--- src/rtl/arb8_burst_pkg.sv ---
// Shared constants, state encoding and grant decode for the 8-way burst arbiter.
// Latency: n/a (declarations only).
// Backpressure: n/a.
// Contents: N_REQ, SEL_W, DEFAULT_DW, DEFAULT_TIMEOUT, state_t, onehot8().
package arb8_pkg;

  localparam int N_REQ           = 8;
  localparam int SEL_W           = 3;
  localparam int DEFAULT_DW      = 8;
  localparam int DEFAULT_TIMEOUT = 16;

  typedef enum logic {
    IDLE = 1'b0,
    BUSY = 1'b1
  } state_t;

  // Grant vector for a requester index.
  function automatic logic [N_REQ-1:0] onehot8(input logic [SEL_W-1:0] idx);
    return N_REQ'(1) << idx;
  endfunction

endpackage

--- src/rtl/arb8_burst_if.sv ---
// Requester/resource bundle between the mux8/demux8 steering and the shared consumer.
// Latency: n/a (wires only).
// Backpressure: res_ready from the consumer stalls the granted requester.
// Ports: req/req_last/req_data/res_ready into the arbiter; gnt/sel/busy/res_* out;
//        err_timeout exists only when ARB_TIMEOUT_EN is defined.
//        slave = arbiter side, master = requesters + consumer side.
interface arb8_burst_if #(
  parameter int DW = arb8_pkg::DEFAULT_DW
) ();

  logic [7:0]      req;
  logic [7:0]      req_last;
  logic [8*DW-1:0] req_data;
  logic [7:0]      gnt;
  logic [2:0]      sel;
  logic            busy;
  logic            res_valid;
  logic [DW-1:0]   res_data;
  logic            res_last;
  logic            res_ready;
`ifdef ARB_TIMEOUT_EN
  logic            err_timeout;

  modport slave (
    input  req, req_last, req_data, res_ready,
    output gnt, sel, busy, res_valid, res_data, res_last, err_timeout
  );

  modport master (
    output req, req_last, req_data, res_ready,
    input  gnt, sel, busy, res_valid, res_data, res_last, err_timeout
  );
`else
  modport slave (
    input  req, req_last, req_data, res_ready,
    output gnt, sel, busy, res_valid, res_data, res_last
  );

  modport master (
    output req, req_last, req_data, res_ready,
    input  gnt, sel, busy, res_valid, res_data, res_last
  );
`endif

endinterface

--- src/rtl/arb8_burst_rr_pick8.sv ---
// Round-robin picker: first asserted request at or after ptr, wrapping mod 8.
// Latency: combinational.
// Backpressure: none.
// Ports: req[7:0], ptr[2:0] in; found (any request), idx[2:0] (winner) out.
module rr_pick8
  import arb8_pkg::*;
(
  input  logic [N_REQ-1:0] req,
  input  logic [SEL_W-1:0] ptr,
  output logic             found,
  output logic [SEL_W-1:0] idx
);

  logic [N_REQ-1:0] rot;
  logic [SEL_W-1:0] off;

  // Rotate so that bit 0 is the requester at ptr.
  always_comb begin
    rot = '0;
    for (int i = 0; i < N_REQ; i++) begin
      logic [SEL_W-1:0] j;
      j      = ptr + SEL_W'(i);
      rot[i] = req[j];
    end
  end

  // Lowest set bit of the rotated vector wins (scan downward, last hit sticks).
  always_comb begin
    off = '0;
    for (int i = N_REQ - 1; i >= 0; i--) begin
      if (rot[i]) off = SEL_W'(i);
    end
  end

  assign found = |req;
  assign idx   = ptr + off;

endmodule

--- src/rtl/arb8_burst.sv ---
// Per-burst round-robin arbiter sharing one resource port among 8 requesters.
// Latency: grant 1 cycle after req in IDLE; zero-bubble regrant after a last beat.
// Backpressure: res_ready low stalls the granted burst; no preemption (except timeout).
// Ports: clk, rst (sync, active-high); bus (arb8_burst_if.slave) carrying
//        req/req_last/req_data/res_ready in and gnt/sel/busy/res_valid/res_data/res_last out.
// Option: define ARB_TIMEOUT_EN to add the TIMEOUT parameter, a stall counter and
//         the err_timeout pulse that revokes a grant stuck for TIMEOUT cycles.
module arb8_burst
  import arb8_pkg::*;
#(
  parameter int DW = DEFAULT_DW
`ifdef ARB_TIMEOUT_EN
  ,
  parameter int TIMEOUT = DEFAULT_TIMEOUT
`endif
) (
  input logic         clk,
  input logic         rst,
  arb8_burst_if.slave bus
);

  state_t           state_q, state_d;
  logic [SEL_W-1:0] sel_q, sel_d;
  logic [SEL_W-1:0] ptr_q, ptr_d;

  logic             busy;
  logic             accept;
  logic             last_done;
  logic             timeout_hit;
  logic             release_gnt;
  logic [N_REQ-1:0] cand;
  logic [SEL_W-1:0] pick_ptr;
  logic             found;
  logic [SEL_W-1:0] pick_idx;

  // ---------------------------------------------------------------------------
  // Resource-side outputs: combinational from registered sel and live inputs.
  // ---------------------------------------------------------------------------
  assign busy          = (state_q == BUSY);
  assign bus.busy      = busy;
  assign bus.sel       = sel_q;
  assign bus.gnt       = busy ? onehot8(sel_q) : '0;
  assign bus.res_valid = busy & bus.req[sel_q];
  assign bus.res_data  = bus.req_data[int'(sel_q)*DW +: DW];
  assign bus.res_last  = bus.req_last[sel_q];

  assign accept      = bus.res_valid & bus.res_ready;
  assign last_done   = accept & bus.res_last;
  assign release_gnt = last_done | timeout_hit;

  // ---------------------------------------------------------------------------
  // Winner search. In IDLE search from ptr. In BUSY we search from sel+1, so the
  // holder naturally lands at lowest priority. A requester whose last beat is
  // being accepted still shows req high this cycle but has nothing left, so it
  // is masked out; after a timeout revocation it stays eligible (lowest prio).
  // ---------------------------------------------------------------------------
  always_comb begin
    cand     = bus.req;
    pick_ptr = ptr_q;
    if (busy) begin
      pick_ptr = sel_q + SEL_W'(1);
      if (last_done) cand = bus.req & ~onehot8(sel_q);
    end
  end

  rr_pick8 u_pick (
    .req   (cand),
    .ptr   (pick_ptr),
    .found (found),
    .idx   (pick_idx)
  );

  // ---------------------------------------------------------------------------
  // FSM
  // ---------------------------------------------------------------------------
  always_comb begin
    state_d = state_q;
    sel_d   = sel_q;
    ptr_d   = ptr_q;
    case (state_q)
      IDLE: begin
        if (found) begin
          sel_d   = pick_idx;
          state_d = BUSY;
        end
      end
      BUSY: begin
        if (release_gnt) begin
          ptr_d = sel_q + SEL_W'(1);
          if (found) sel_d = pick_idx;
          else       state_d = IDLE;
        end
      end
      default: state_d = IDLE;
    endcase
  end

  always_ff @(posedge clk) begin
    if (rst) begin
      state_q <= IDLE;
      sel_q   <= '0;
      ptr_q   <= '0;
    end else begin
      state_q <= state_d;
      sel_q   <= sel_d;
      ptr_q   <= ptr_d;
    end
  end

`ifdef ARB_TIMEOUT_EN
  // ---------------------------------------------------------------------------
  // Stall watchdog: counts BUSY cycles with no accepted beat since the last
  // accept or grant; reaching TIMEOUT revokes the grant at the next edge.
  // ---------------------------------------------------------------------------
  localparam int CNT_W = $clog2(TIMEOUT + 1);

  logic [CNT_W-1:0] cnt_q, cnt_d;
  logic             err_q;
  logic             new_grant;

  assign new_grant   = found & (~busy | release_gnt);
  assign timeout_hit = busy & (cnt_q == CNT_W'(TIMEOUT));

  always_comb begin
    cnt_d = cnt_q;
    if (state_d != BUSY || new_grant || accept) cnt_d = '0;
    else if (cnt_q != CNT_W'(TIMEOUT))            cnt_d = cnt_q + CNT_W'(1);
  end

  always_ff @(posedge clk) begin
    if (rst) begin
      cnt_q <= '0;
      err_q <= 1'b0;
    end else begin
      cnt_q <= cnt_d;
      err_q <= timeout_hit;
    end
  end

  assign bus.err_timeout = err_q;
`else
  assign timeout_hit = 1'b0;
`endif

endmodule
--- src/flat_wrapper.sv ---
// flat-port wrapper written by rule: the top's interface ports become plain ports
module arb8_burst_flat import arb8_pkg::*;
#(
  parameter int DW = DEFAULT_DW

)
  (clk, rst, bus_req, bus_req_last, bus_req_data, bus_res_ready, bus_gnt, bus_sel, bus_busy, bus_res_valid, bus_res_data, bus_res_last);
  arb8_burst_if #(.DW(DW)) bus_i ();
  input logic clk;
  input logic rst;
  input wire logic [$bits(bus_i.req)-1:0] bus_req;
  input wire logic [$bits(bus_i.req_last)-1:0] bus_req_last;
  input wire logic [$bits(bus_i.req_data)-1:0] bus_req_data;
  input wire logic [$bits(bus_i.res_ready)-1:0] bus_res_ready;
  output wire logic [$bits(bus_i.gnt)-1:0] bus_gnt;
  output wire logic [$bits(bus_i.sel)-1:0] bus_sel;
  output wire logic [$bits(bus_i.busy)-1:0] bus_busy;
  output wire logic [$bits(bus_i.res_valid)-1:0] bus_res_valid;
  output wire logic [$bits(bus_i.res_data)-1:0] bus_res_data;
  output wire logic [$bits(bus_i.res_last)-1:0] bus_res_last;
  assign bus_i.req = bus_req;
  assign bus_i.req_last = bus_req_last;
  assign bus_i.req_data = bus_req_data;
  assign bus_i.res_ready = bus_res_ready;
  assign bus_gnt = bus_i.gnt;
  assign bus_sel = bus_i.sel;
  assign bus_busy = bus_i.busy;
  assign bus_res_valid = bus_i.res_valid;
  assign bus_res_data = bus_i.res_data;
  assign bus_res_last = bus_i.res_last;
  arb8_burst #(.DW(DW)) u_core (.clk(clk), .rst(rst), .bus(bus_i));
endmodule
--- config.mk ---
export PLATFORM = sky130hd
export DESIGN_NAME = arb8_burst_flat
export DESIGN_NICKNAME = d
export VERILOG_FILES = /design/src/rtl/arb8_burst_pkg.sv /design/src/rtl/arb8_burst_if.sv /design/src/rtl/arb8_burst_rr_pick8.sv /design/src/rtl/arb8_burst.sv /design/src/flat_wrapper.sv
export SDC_FILE = /design/constraint.sdc
export NUM_CORES = 1
export LEC_CHECK = 0
export CORE_MARGIN = 2
export CORE_UTILIZATION = 30
export DETAILED_ROUTE_END_ITERATION = 6
export DONT_BUFFER_PORTS = 1
export HOLD_SLACK_MARGIN = 0.08
export SLEW_MARGIN = 20
export SYNTH_ARGS = -nofsm -noshare
export SYNTH_HDL_FRONTEND = slang
export SYNTH_SLANG_ARGS = --single-unit
--- constraint.sdc ---
create_clock -name clk -period 9.9 [get_ports clk]
set_clock_uncertainty 0.2 [all_clocks]
set_input_delay 0.495 -clock clk [delete_from_list [all_inputs] [get_ports clk]]
set_output_delay 0.495 -clock clk [all_outputs]
set_load 0.02 [all_outputs]
# Word level (Yosys, flattened, before mapping)
# Index checks and enable logic that the tools add are counted.
dict set report totals {
  regBits 7
  in_bits 83
  out_inout_bits 22
  elab_cells 70
}
dict set report classes {
  addsub 9
  magnitude_cmp 9
  eq_ne 1
  shifts 2
  mux 38
  bitwise 6
  n_reduce_logical 2
}
# operator count
set ops {}
lappend ops {{$shiftx 64x7->8} 1}
lappend ops {{$lt 3x4->1 const B} 9}
lappend ops {{$mux 3} 11}
lappend ops {{$bmux 1 s3} 10}
lappend ops {{$mux 8} 3}
lappend ops {{$add 3x3->3 const B} 4}
lappend ops {{$mux 1} 12}
lappend ops {{$and 8x8->8} 1}
lappend ops {{$not 8->8} 1}
lappend ops {{$reduce_or 8->1} 1}
lappend ops {{$shl 1x3->8 const A} 1}
lappend ops {{$add 3x1->3 const B} 2}
lappend ops {{$add 3x2->3 const B} 2}
lappend ops {{$pmux 3 s2} 1}
lappend ops {{$add 3x3->3} 1}
lappend ops {{$and 1x1->1} 3}
lappend ops {{$ne 2x2->1 const B} 1}
lappend ops {{$pmux 1 s2} 1}
lappend ops {{$reduce_and 2->1} 1}
lappend ops {{$not 1->1} 1}

# Depth between registers and ports, before layout
# Gate-level depths: netlist of the first run.
dict set report depth {
  ltp_word 21
  depth_mapped 19
  ltp_nobuf 16
}

# By module
# Synthesis of the first run repeated with hierarchy kept, for this count alone.
dict set report unflattened {
  cells_unflattened 197
  hier_area_um2 1899.3
}
# mod n_inst cells_each area_per_inst_um2 seq_area_each_um2
set modules_own_cells {}
lappend modules_own_cells {arb8_burst 1 131 1276.2 140.1}
lappend modules_own_cells {rr_pick8 1 66 623.1 0.0}

# Worst setup path after synthesis of the first run
# OpenSTA, ideal clock, no wires.
dict set report synth_timing {
  kind {reg-to-reg}
  start {reg u_core.sel_q[0] (netlist: u_core.bus.sel[0])}
  end {reg u_core.sel_q[2] (netlist: u_core.bus.sel[2])}
  setup_time_ns 0.131
  arrival_time_ns 4.627
  required_time_ns 9.569
  slack_ns 4.942
  stages_incl_launch_ff 20
  path_buffers 4
  period_less_slack_ns 4.958
  path_cell_list {dfxtp_1 > buf_6 > buf_4 > buf_1 > inv_1 > ha_1 > mux2_2 > ha_1 > clkbuf_1 > o21ai_0 > o221ai_1 > o21ai_0 > o2111ai_1 > a31oi_1 > ha_1 > fa_1 > xnor2_1 > and3b_1 > o2111ai_1 > o221ai_2}
}
dict set report synth_between {
  elab_chain_cells 21
  elab_cells_between_ends 51
  classes_between {add/sub: 9; eq/ne: 1; shift: 1; mux: 34; bitwise: 5; reduce/logical: 1}
}
# element line_no
set synth_lines {}
lappend synth_lines {{start, declared} arb8_burst.sv:23} ;# logic [SEL_W-1:0] sel_q, sel_d;
lappend synth_lines {{start signal, assigned} arb8_burst.sv:105} ;# sel_q <= sel_d;
lappend synth_lines {{$bmux 1 s3} arb8_burst.sv:43} ;# assign bus.res_valid = busy & bus.req[sel_q];
lappend synth_lines {{$mux 1 (not written as such)} arb8_burst.sv:43}
lappend synth_lines {{$and 1x1->1} arb8_burst.sv:43}
lappend synth_lines {{$and 1x1->1} arb8_burst.sv:47} ;# assign accept = bus.res_valid & bus.res_ready;
lappend synth_lines {{$and 1x1->1} arb8_burst.sv:48} ;# assign last_done = accept & bus.res_last;
lappend synth_lines {{$mux 8} arb8_burst.sv:62} ;# if (last_done) cand = bus.req & ~onehot8(sel_q);
lappend synth_lines {{$mux 8} arb8_burst.sv:60} ;# if (busy) begin
lappend synth_lines {{$bmux 1 s3} arb8_burst_rr_pick8.sv:23} ;# rot[i] = req[j];
lappend synth_lines {{$mux 1 (not written as such)} arb8_burst_rr_pick8.sv:23}
lappend synth_lines {{$mux 3 (8 in a row)} arb8_burst_rr_pick8.sv:31} ;# if (rot[i]) off = SEL_W'(i);
lappend synth_lines {{$add 3x3->3} arb8_burst_rr_pick8.sv:36} ;# assign idx = ptr + off;
lappend synth_lines {{$mux 3} {arb8_burst.sv:82, arb8_burst.sv:90}}
lappend synth_lines {{$mux 3} arb8_burst.sv:88} ;# if (release_gnt) begin
lappend synth_lines {{$pmux 3 s2} arb8_burst.sv:80} ;# case (state_q)
# Parallel ways exist; a longest one is shown, timed or not. The select of a mux whose other input is x is not followed.
# A chain may end at the register's enable or synchronous reset.

# Worst setup path in the final report of the first run
# Same ends and word-level chain as after synthesis.

==> results.txt, run 1 <==
cell count after synthesis = 221
initial antenna violation count = 0
Post-synth EDFFs = 0
Setup Buffers After CTS = 0
DIE WIDTH = 82.5 um
Yosys cell types = 52
Slew @ Worst Pin = 0.906 ns
peak supply drop = 129 uV
Tcrit/Tclk final = 0.485
number of cells on the worst reg-to-reg path = 15
hold depth = 1
Pins Over Slew Limit = 0
Max Root-Sink Buffers = 2
first-pass GRT wire length = 8620 um
HP Start = rst
Total GRT Usage = 0.163
synthesized cell area = 1850 um^2
vias in the first global route = 1751
GR Overflow Total = 0
terminus of the critical flop-to-flop path = u_core.bus.sel[2]$_SDFFE_PP0P_
fraction of registers with async set/reset = 0
# setup viols final = 0
worst hold path class = primary input to flip-flop
Layout Utilization = 0.323
post-DP HPWL = 4310 um
Die ar. = 6810 um^2
wire per inst = 18.8 um
Setup CP Type = flip-flop to flip-flop
Iter 0 DRT Violations = 100
initial core utilization = 0.311
unrepaired setup endpoints after global routing = false
cts hold-fix bufs = 0
number of buffers added on ports = 0
Top Ports = 105
DRC Markers = 0
TritonRoute pass-1 iters = 4
CP max-delay cell = dfxtp_2
Fmax = 0.208 GHz
flops & latches, synth = 7
worst path arrival time = 4.69 ns
ant diodes = 0
Routability Congestion = 0.856
Yosys top cell by area = mux4_2
clock root buffer master = clkbuf_8
Max stage delay on crit path = 0.91 ns
Critical Path, Cell by Cell = inv_1 > ha_1 > mux2_2 > ha_1 > o21ai_0 > o221ai_1 > o21ai_0 > o2111ai_1 > a31oi_1 > ha_1 > fa_1 > xnor2_1 > and3b_1 > o2111ai_1 > o221ai_2
P_leak = 0.679 nW
syn_area_per_cell = 8.37 um^2
register area share after synthesis = 0.0758
H-tree depth = 1
Reg clk slew, reported paths = 0.04 ns
Reg-to-Reg Start = u_core.bus.sel[0]$_SDFFE_PP0P_
final wirelength = 5410 um
CP max FO = 28
CTS tree = built
setup slack, reg-to-reg = 5.10 ns
Fin. Hold Viols = 0
status = finished, final reports clean
post-CTS sizing = 0
crit end category = flip-flop
critical path's most frequent cell = ha_1
Req. time, crit path = 9.80 ns
Synth top cells by count = 36 x nand2_1, 18 x mux4_2, 15 x nor2_1
total power divided by cell area = 296 nW/um^2
relative slew slack = 0.396
vias per cell = 6.23
Synth top area share = 0.219
ranking of synthesized cells by area = mux4_2 22%, dfxtp_1 7.6%, nand2_1 7.3%
Core Region = 5960 um^2
Area growth, synth to finish = 4.06%
Tmin final = 4.80 ns
CP Launch Type = flip-flop
Final #Nets = 306
setup TNS = 0 ns
most common cell in the netlist = nand2_1
WHS Endpoint = u_core.bus.sel[1]$_SDFFE_PP0P_
synthesized net count = 314
num rows = 28
ys flop type = dfxtp_1
largest net degree at the start of global routing = 29
Clock Sink Count = 7
later-pin clock latency in the skew report = 0.22 ns
TritonCTS Buffers = 3
share of cells above drive strength 1 = 0.175
DR vias = 1788
Antenna Nets Post-Route = 0
YS warnings = 0
maxcap violations = 0
Die Height = 82.5 um
==> placed cells by master, fill, tap and decap left out, drive strengths merged, types with 2 or more instances in the layout <==
cell type  instances
a21oi              7
mux4              18
o21ba              2
xnor2              6
nor4               3
o31ai              6
a221o              2
a221oi             2
nor2              15
nand4              7
ha                 9
nand2             36
mux2               5
o21ai              8
a21o               2
a22o               3
o22ai              3
nor2b              2
o21a               4
inv                7
o2111ai            3
a21boi             4
o221ai             3
dfxtp              7
a211oi             7
nand2b             2
and3               4
clkbuf             4
and2               5
mux2i              4
o211ai             6
clkinv             2
buf                2
a22oi              3
==> layout make-up <==
| type | count | area (um^2) |
|---|---|---|
| Sequential cell | 7 | 143 |
| Tap cell | 75 | 93.8 |
| Inverter | 9 | 33.8 |
| Timing Repair Buffer | 2 | 15.0 |
| Multi-Input combinational cell | 190 | 1590 |
| Fill cell | 623 | 4030 |
| Clock buffer | 4 | 45.0 |
==> per-stage QoR <==
stage / hold slack (ns) / cell area, um^2 / worst slack [ns] / total power [mW] / instances
floorplan: 0.234 / 1850 / 4.94 / 0.458 / 221
detailed placement: 0.243 / 1880 / 5.09 / 0.529 / 283
finish: 0.135 / 1920 / 5.10 / 0.569 / 287
global placement: 0.240 / 1880 / 5.04 / 0.527 / 283
global route: 0.125 / 1920 / 4.62 / 0.624 / 287
CTS: 0.132 / 1920 / 5.06 / 0.570 / 287
==> metal layers <==
layer,part of all wire,wire length (um),GRT usage
met5,0,0,0
met1,0.45,2420,0.217
met3,0.073,394,0.0272
met4,0.0079,43,0.0328
met2,0.47,2550,0.277
==> flip-flops by register name (all words and copies together) (netlist names) <==
signal	flops
u_core.ptr_q	3
u_core.bus.busy	1
u_core.bus.sel	3
==> logic make-up after synthesis <==
group,Yosys count,share of synthesized area
mux,27,0.271
compound gates,69,0.285
simple gates,78,0.206
buf+inv,24,0.0623
xor+xnor,6,0.0284
flops,7,0.0758
fa+ha+maj,10,0.0717
==> worst max-delay path, delay by kind of cell (launching register included) <==
family	cells	cell delay [ns]
fa+ha+maj	4	1.48
xor+xnor	1	0.15
mux	1	0.36
buf+inv	1	0.21
flops	1	0.91
simple gates	1	0.20
compound gates	7	1.15
==> power breakdown <==
part | internal [mW] | total, mW | switching (mW)
clock network | 0.0278 | 0.0393 | 0.0115
registers | 0.0364 | 0.0767 | 0.0403
logic | 0.189 | 0.453 | 0.263
total | 0.254 | 0.569 | 0.315
==> worst max path at each step <==
stage,from,to,cells past startpoint
after floorplan,u_core.bus.sel[0]$_SDFFE_PP0P_,u_core.bus.sel[2]$_SDFFE_PP0P_,19
after global placement,u_core.bus.sel[1]$_SDFFE_PP0P_,u_core.bus.sel[2]$_SDFFE_PP0P_,15
after detailed placement,u_core.bus.sel[0]$_SDFFE_PP0P_,u_core.bus.sel[2]$_SDFFE_PP0P_,15
after CTS,u_core.bus.sel[0]$_SDFFE_PP0P_,u_core.bus.sel[2]$_SDFFE_PP0P_,15
after global routing,u_core.bus.sel[0]$_SDFFE_PP0P_,u_core.bus.sel[2]$_SDFFE_PP0P_,15
final,u_core.bus.sel[0]$_SDFFE_PP0P_,u_core.bus.sel[2]$_SDFFE_PP0P_,15
Power figures use the tool's default switching activity.
==> run 2, diff against run 1 <==
Clock period 9.9 ns to 4.1 ns, I/O delays scaled along.
==> results.txt, run 2 (synthesized netlist as in run 1, its figures left out) <==
DRC Markers = 0 (unchanged)
number of fill cells = 594 (was 623)
post-DP HPWL = 4790 um (was 4310 um)
Setup CP Type = flip-flop to flip-flop (unchanged)
top sig layer = met4 (unchanged)
maxcap violations = 0 (unchanged)
TritonCTS Buffers = 3 (unchanged)
Fmax = 0.253 GHz (was 0.208 GHz)
number of cells on the worst reg-to-reg path = 15 (unchanged)
largest net degree at the start of global routing = 18 (was 29)
clock group share of total power = 0.063 (was 0.069)
Die Height = 82.5 um (unchanged)
number of buffers added on ports = 0 (unchanged)
share of cells above drive strength 1 = 0.312 (was 0.175)
later-pin clock latency in the skew report = 0.23 ns (was 0.22 ns)
Place WS = 0.161 ns (was 5.09 ns)
Final WS setup = 0.141 ns (was 5.10 ns)
Clock Sink Count = 7 (unchanged)
Slew @ Worst Pin = 0.495 ns (was 0.906 ns)
status = finished, final reports clean (unchanged)
Core Region = 5960 um^2 (unchanged)
vias per cell = 6.26 (was 6.23)
Layout Utilization = 0.368 (was 0.323)
final wirelength = 5950 um (was 5410 um)
Tcrit/Tclk final = 0.966 (was 0.485)
Routability Congestion = 0.906 (was 0.856)
initial antenna violation count = 0 (unchanged)
GR Overflow Total = 0 (unchanged)
Tmin final = 3.96 ns (was 4.80 ns)
Fin. Hold Viols = 0 (unchanged)
Reg power frac = 0.084 (was 0.135)
first-pass GRT wire length = 9090 um (was 8620 um)
vias in the first global route = 1838 (was 1751)
Metal-1 WL = 2400 um (was 2420 um)
Die ar. = 6810 um^2 (unchanged)
relative slew slack = 0.667 (was 0.396)
CP Launch Type = flip-flop (unchanged)
Area growth, synth to finish = 18.7% (was 4.06%)
Comb power frac = 0.853 (was 0.796)
H-tree depth = 1 (unchanged)
Top Ports = 105 (unchanged)
Antenna Nets Post-Route = 0 (unchanged)
setup slack, reg-to-reg = 0.14 ns (was 5.10 ns)
wire per inst = 19.2 um (was 18.8 um)
num rows = 28 (unchanged)
worst hold path class = primary input to flip-flop (unchanged)
commonest non-fill, non-tap cell in the layout = nand2_1 (unchanged)
Sw Ratio = 0.531 (was 0.554)
Reg clk slew, reported paths = 0.05 ns (was 0.04 ns)
Total GRT Usage = 0.173 (was 0.163)
peak supply drop = 289 uV (was 129 uV)
TritonRoute pass-1 iters = 4 (unchanged)
CTS tree = built (unchanged)
Iter 0 DRT Violations = 193 (was 100)
clock root buffer master = clkbuf_8 (unchanged)
met2 routed wirelength = 2890 um (was 2550 um)
most frequent cells in the layout = 36 x nand2_1, 23 x buf_4, 18 x mux4_2, 15 x nor2_1, 8 x ha_1 (was 36 x nand2_1, 18 x mux4_2, 15 x nor2_1, 9 x ha_1)
Final #Nets = 328 (was 306)
# setup viols final = 0 (unchanged)
internal power = 742 uW (was 254 uW)
ant diodes = 0 (unchanged)
sequential cell area = 148 um^2 (was 143 um^2)
hold depth = 3 (was 1)
crit end category = flip-flop (unchanged)
total power divided by cell area = 721 nW/um^2 (was 296 nW/um^2)
Max Root-Sink Buffers = 2 (unchanged)
DIE WIDTH = 82.5 um (unchanged)
worst path arrival time = 3.86 ns (was 4.69 ns)
DR vias = 1933 (was 1788)
Pins Over Slew Limit = 0 (unchanged)
P_sw = 840 uW (was 315 uW)
P_leak = 0.814 nW (was 0.679 nW)
area occupied by multi-input gates = 1690 um^2 (was 1590 um^2)
CP max FO = 12 (was 28)
routed wl met3 = 507 um (was 394 um)
initial core utilization = 0.311 (unchanged)
Req. time, crit path = 4.00 ns (was 9.80 ns)
[run 2: cell types whose count changed in the layout (fill, tap and decap cells not counted), moves of 2 or more]
cell,delta
o31ai_2,+3
a211oi_2,+4
dfxtp_1,-2
xnor2_1,-2
buf_4,+21
xnor2_2,+2
o31ai_1,-3
a211oi_1,-4
[run 2: metrics by stage]
step | std cells | total power [mW] | TNS [ns] | area [um^2] | hold slack (ns)
6_report | 309 | 1.58 | 0 | 2190 | 0.182
5_1_grt | 309 | 1.71 | -0.0246 | 2190 | 0.190
4_1_cts | 305 | 1.48 | 0 | 2080 | 0.180
3_5_place_dp | 300 | 1.37 | 0 | 2030 | 0.0776
3_3_place_gp | 300 | 1.37 | 0 | 2030 | 0.0737
2_1_floorplan | 221 | 1.16 | 0 | 1900 | 0.236
[run 2: layer usage]
layer,vias to the layer above,global-route usage
li1,891,-
met1,909,0.220
met2,113,0.292
met3,20,0.0435
met4,0,0.0475
met5,-,0
[run 2: worst paths after layout]
| kind | start | end |
|---|---|---|
| min | rst | u_core.bus.sel[2]$_SDFFE_PP0P_ |
| min reg2reg | u_core.ptr_q[1]$_SDFFE_PP0P_ | u_core.ptr_q[1]$_SDFFE_PP0P_ |
| max | u_core.bus.sel[0]$_SDFFE_PP0P_ | u_core.bus.sel[2]$_SDFFE_PP0P_ |
| max reg2reg | u_core.bus.sel[0]$_SDFFE_PP0P_ | u_core.bus.sel[2]$_SDFFE_PP0P_ |
[run 2: layout make-up]
class / instances / area share
flip-flops and latches: 7 / 0.0673
inverters: 9 / 0.0154
clock inverters: 1 / 0.00228
clock buffers: 3 / 0.0188
multi-input cells: 190 / 0.770
repair buffers: 24 / 0.0832
well taps: 75 / 0.0428
[run 2: critical path, cell delays in order, from the launching register on]
cell and delay, ns:
dfxtp_4 0.44, mux2_2 0.38, o22ai_4 0.26, buf_4 0.18
o31ai_2 0.13, mux2_2 0.32, a221o_1 0.42, a211oi_2 0.25
o2111ai_1 0.12, a31oi_1 0.21, ha_1 0.19, fa_1 0.22
xnor2_2 0.08, and3b_1 0.17, o2111ai_1 0.12, o221ai_2 0.12
[run 2: power groups by stage]
stage               combinational, mW  sequential [mW]  clock (mW)
floorplan                        1.04            0.121           0
detailed placement               1.24            0.133           0
global placement                 1.24            0.131           0
CTS                              1.24            0.132       0.103
global route                     1.46            0.139       0.108
finish                           1.35            0.133       0.100
[run 2: timing repair]
| item | CTS | global route |
|---|---|---|
| setup buffers | 0 | 4 |
| resized for setup | 0 | 14 |
| hold buffers | 1 | 0 |
| setup endpoints to repair | 0 | 2 |
| hold endpoints to repair | 7 | 0 |
==> run 3, diff against run 2 <==
--- a/config.mk
+++ b/config.mk
@@ -7,3 +7,3 @@
 export LEC_CHECK = 0
-export CORE_MARGIN = 2
+export CORE_MARGIN = 3
 export CORE_UTILIZATION = 30
==> constraint.sdc (replaced) <==
create_clock -name clk -period 4.1 [get_ports clk]
set_clock_uncertainty 0.2 [all_clocks]
set_input_delay 0.41 -clock clk [delete_from_list [all_inputs] [get_ports clk]]
set_output_delay 0.41 -clock clk [all_outputs]
set_load 0.02 [all_outputs]
==> results.txt, run 3 (synthesized netlist as in run 1, its figures left out) <==
Antenna Nets Post-Route = 0 (unchanged)
first-pass GRT wire length = 9450 um (was 9090 um)
Die ar. = 7140 um^2 (was 6810 um^2)
post-route non-filler standard cell count = 307 (was 309)
maxcap violations = 0 (unchanged)
CP Launch Type = flip-flop (unchanged)
placed cells = 296 (was 300)
P_leak = 0.820 nW (was 0.814 nW)
Req. time, crit path = 4.00 ns (about the same)
TritonCTS Buffers = 3 (unchanged)
ant diodes = 0 (unchanged)
TritonRoute pass-1 iters = 4 (unchanged)
Setup CP Type = flip-flop to flip-flop (unchanged)
cell family with most CP delay = compound AO/OA/AOI/OAI gates (unchanged)
CP max-delay cell = mux4_2 (was dfxtp_4)
H-tree depth = 1 (unchanged)
Routability Congestion = 0.954 (was 0.906)
worst hold path class = primary input to flip-flop (unchanged)
crit end category = flip-flop (unchanged)
share of cells above drive strength 1 = 0.349 (was 0.312)
Max Root-Sink Buffers = 2 (unchanged)
DRC Markers = 0 (unchanged)
Area growth, synth to finish = 22.3% (was 18.7%)
# setup viols final = 0 (unchanged)
number of buffers added on ports = 0 (unchanged)
CTS tree = built (unchanged)
Fin. Hold Viols = 0 (unchanged)
clock root buffer master = clkbuf_8 (unchanged)
Critical Path, Cell by Cell = mux4_2 > a22oi_2 > or4_4 > o211ai_1 > buf_4 > a211oi_2 > nor2_1 > o21ai_0 > a31oi_2 > ha_2 > fa_1 > xnor2_1 > and3b_1 > o2111ai_1 > o221ai_2 (was mux2_2 > o22ai_4 > buf_4 > o31ai_2 > mux2_2 > a221o_1 > a211oi_2 > o2111ai_1 > a31oi_1 > ha_1 > fa_1 > xnor2_2 > and3b_1 > o2111ai_1 > o221ai_2)
most frequent cells in the layout = 36 x nand2_1, 21 x buf_4, 18 x mux4_2, 15 x nor2_1 (was 36 x nand2_1, 23 x buf_4, 18 x mux4_2, 15 x nor2_1, 8 x ha_1)
setup TNS = 0 ns (unchanged)
CP max FO = 7 (was 12)
DIE WIDTH = 84.5 um (was 82.5 um)
total power divided by cell area = 713 nW/um^2 (was 721 nW/um^2)
final wirelength = 6280 um (was 5950 um)
CP bufs+invs = 1 (unchanged)
commonest non-fill, non-tap cell in the layout = nand2_1 (unchanged)
peak supply drop = 280 uV (was 289 uV)
Reg clk slew, reported paths = 0.04 ns (was 0.05 ns)
vias per cell = 6.17 (was 6.26)
Core Region = 5740 um^2 (was 5960 um^2)
DR vias = 1895 (was 1933)
Fmax = 0.247 GHz (was 0.253 GHz)
largest net degree at the start of global routing = 18 (unchanged)
Place WS = -0.0944 ns (was 0.161 ns)
Pins Over Slew Limit = 0 (unchanged)
Tmin final = 4.05 ns (was 3.96 ns)
relative slew slack = 0.685 (was 0.667)
worst path arrival time = 3.95 ns (was 3.86 ns)
Die Height = 84.5 um (was 82.5 um)
num rows = 27 (was 28)
status = finished, final reports clean (unchanged)
GR Overflow Total = 0 (unchanged)
Final WS setup = 0.0537 ns (was 0.141 ns)
post-DP HPWL = 4980 um (was 4790 um)
Total GRT Usage = 0.160 (was 0.173)
Iter 0 DRT Violations = 98 (was 193)
vias in the first global route = 1839 (was 1838)
later-pin clock latency in the skew report = 0.23 ns (about the same)
initial core utilization = 0.322 (was 0.311)
Tcrit/Tclk final = 0.987 (was 0.966)
Max stage delay on crit path = 0.56 ns (was 0.44 ns)
Top Ports = 105 (unchanged)
Slew @ Worst Pin = 0.469 ns (was 0.495 ns)
wire per inst = 20.4 um (was 19.2 um)
initial antenna violation count = 0 (unchanged)
Final #Nets = 329 (was 328)
Clock Sink Count = 7 (unchanged)
[run 3: changes by cell type in the layout (fill, tap and decap cells not counted), sizes merged]
cell / change
clkinv: -2
buf: +1
clkbuf: +1
clkinvlp: +1
[run 3: per-layer routing]
metal	vias up	share of wire	GRT usage
met5	-	0	0
met1	896	0.42	0.217
met4	0	0.011	0.0288
li1	892	-	-
met3	10	0.072	0.0285
met2	97	0.50	0.269
[run 3: power breakdown]
group / total, mW / internal (mW) / switching [mW]
Sequential: 0.126 / 0.0909 / 0.0355
Clock: 0.0962 / 0.0672 / 0.0290
Combinational: 1.39 / 0.596 / 0.794
Total: 1.61 / 0.754 / 0.859
[run 3: area by class of cell]
class | count | area, um^2
Timing Repair Buffer | 25 | 195
Multi-Input combinational cell | 190 | 1750
Tap cell | 72 | 90.1
Clock buffer | 4 | 45.0
Fill cell | 596 | 3480
Sequential cell | 7 | 148
Inverter | 9 | 37.5
[run 3: through the flow]
step	total power, mW	cell area, um^2	utilization	hold slack [ns]
after floorplan	1.16	1900	-	0.236
after global placement	1.36	2010	0.351	0.238
after detailed placement	1.36	2010	0.351	0.244
after CTS	1.47	2080	0.361	0.215
after global routing	1.74	2260	0.394	0.219
final	1.61	2260	0.394	0.214
[run 3: tightest hold or removal path, delay by kind of cell]
kind	cells	cell delay (ns)
AOI/OAI and AO/OA	1	0.08
and+or+nand+nor	2	0.09
[run 3: path summary, 6_finish.rpt]
path	startpoint	slack, ns	cells after the start	end
setup / recovery	u_core.bus.sel[0]$_SDFFE_PP0P_	0.05	15	u_core.bus.sel[2]$_SDFFE_PP0P_
hold / removal	rst	0.21	3	u_core.bus.sel[2]$_SDFFE_PP0P_
setup reg to reg	u_core.bus.sel[0]$_SDFFE_PP0P_	0.05	15	u_core.bus.sel[2]$_SDFFE_PP0P_
hold reg to reg	u_core.ptr_q[1]$_SDFFE_PP0P_	0.25	2	u_core.ptr_q[1]$_SDFFE_PP0P_
[run 3: timing repair]
item                                    4_1_cts  5_1_grt
setup buffers                                 0        6
endpoints found under the setup margin        1        2
endpoints found under the hold margin         6        0
resized for setup                             1       29
pin swaps                                     0        8
hold buffers                                  1        0
gates cloned                                  0        0
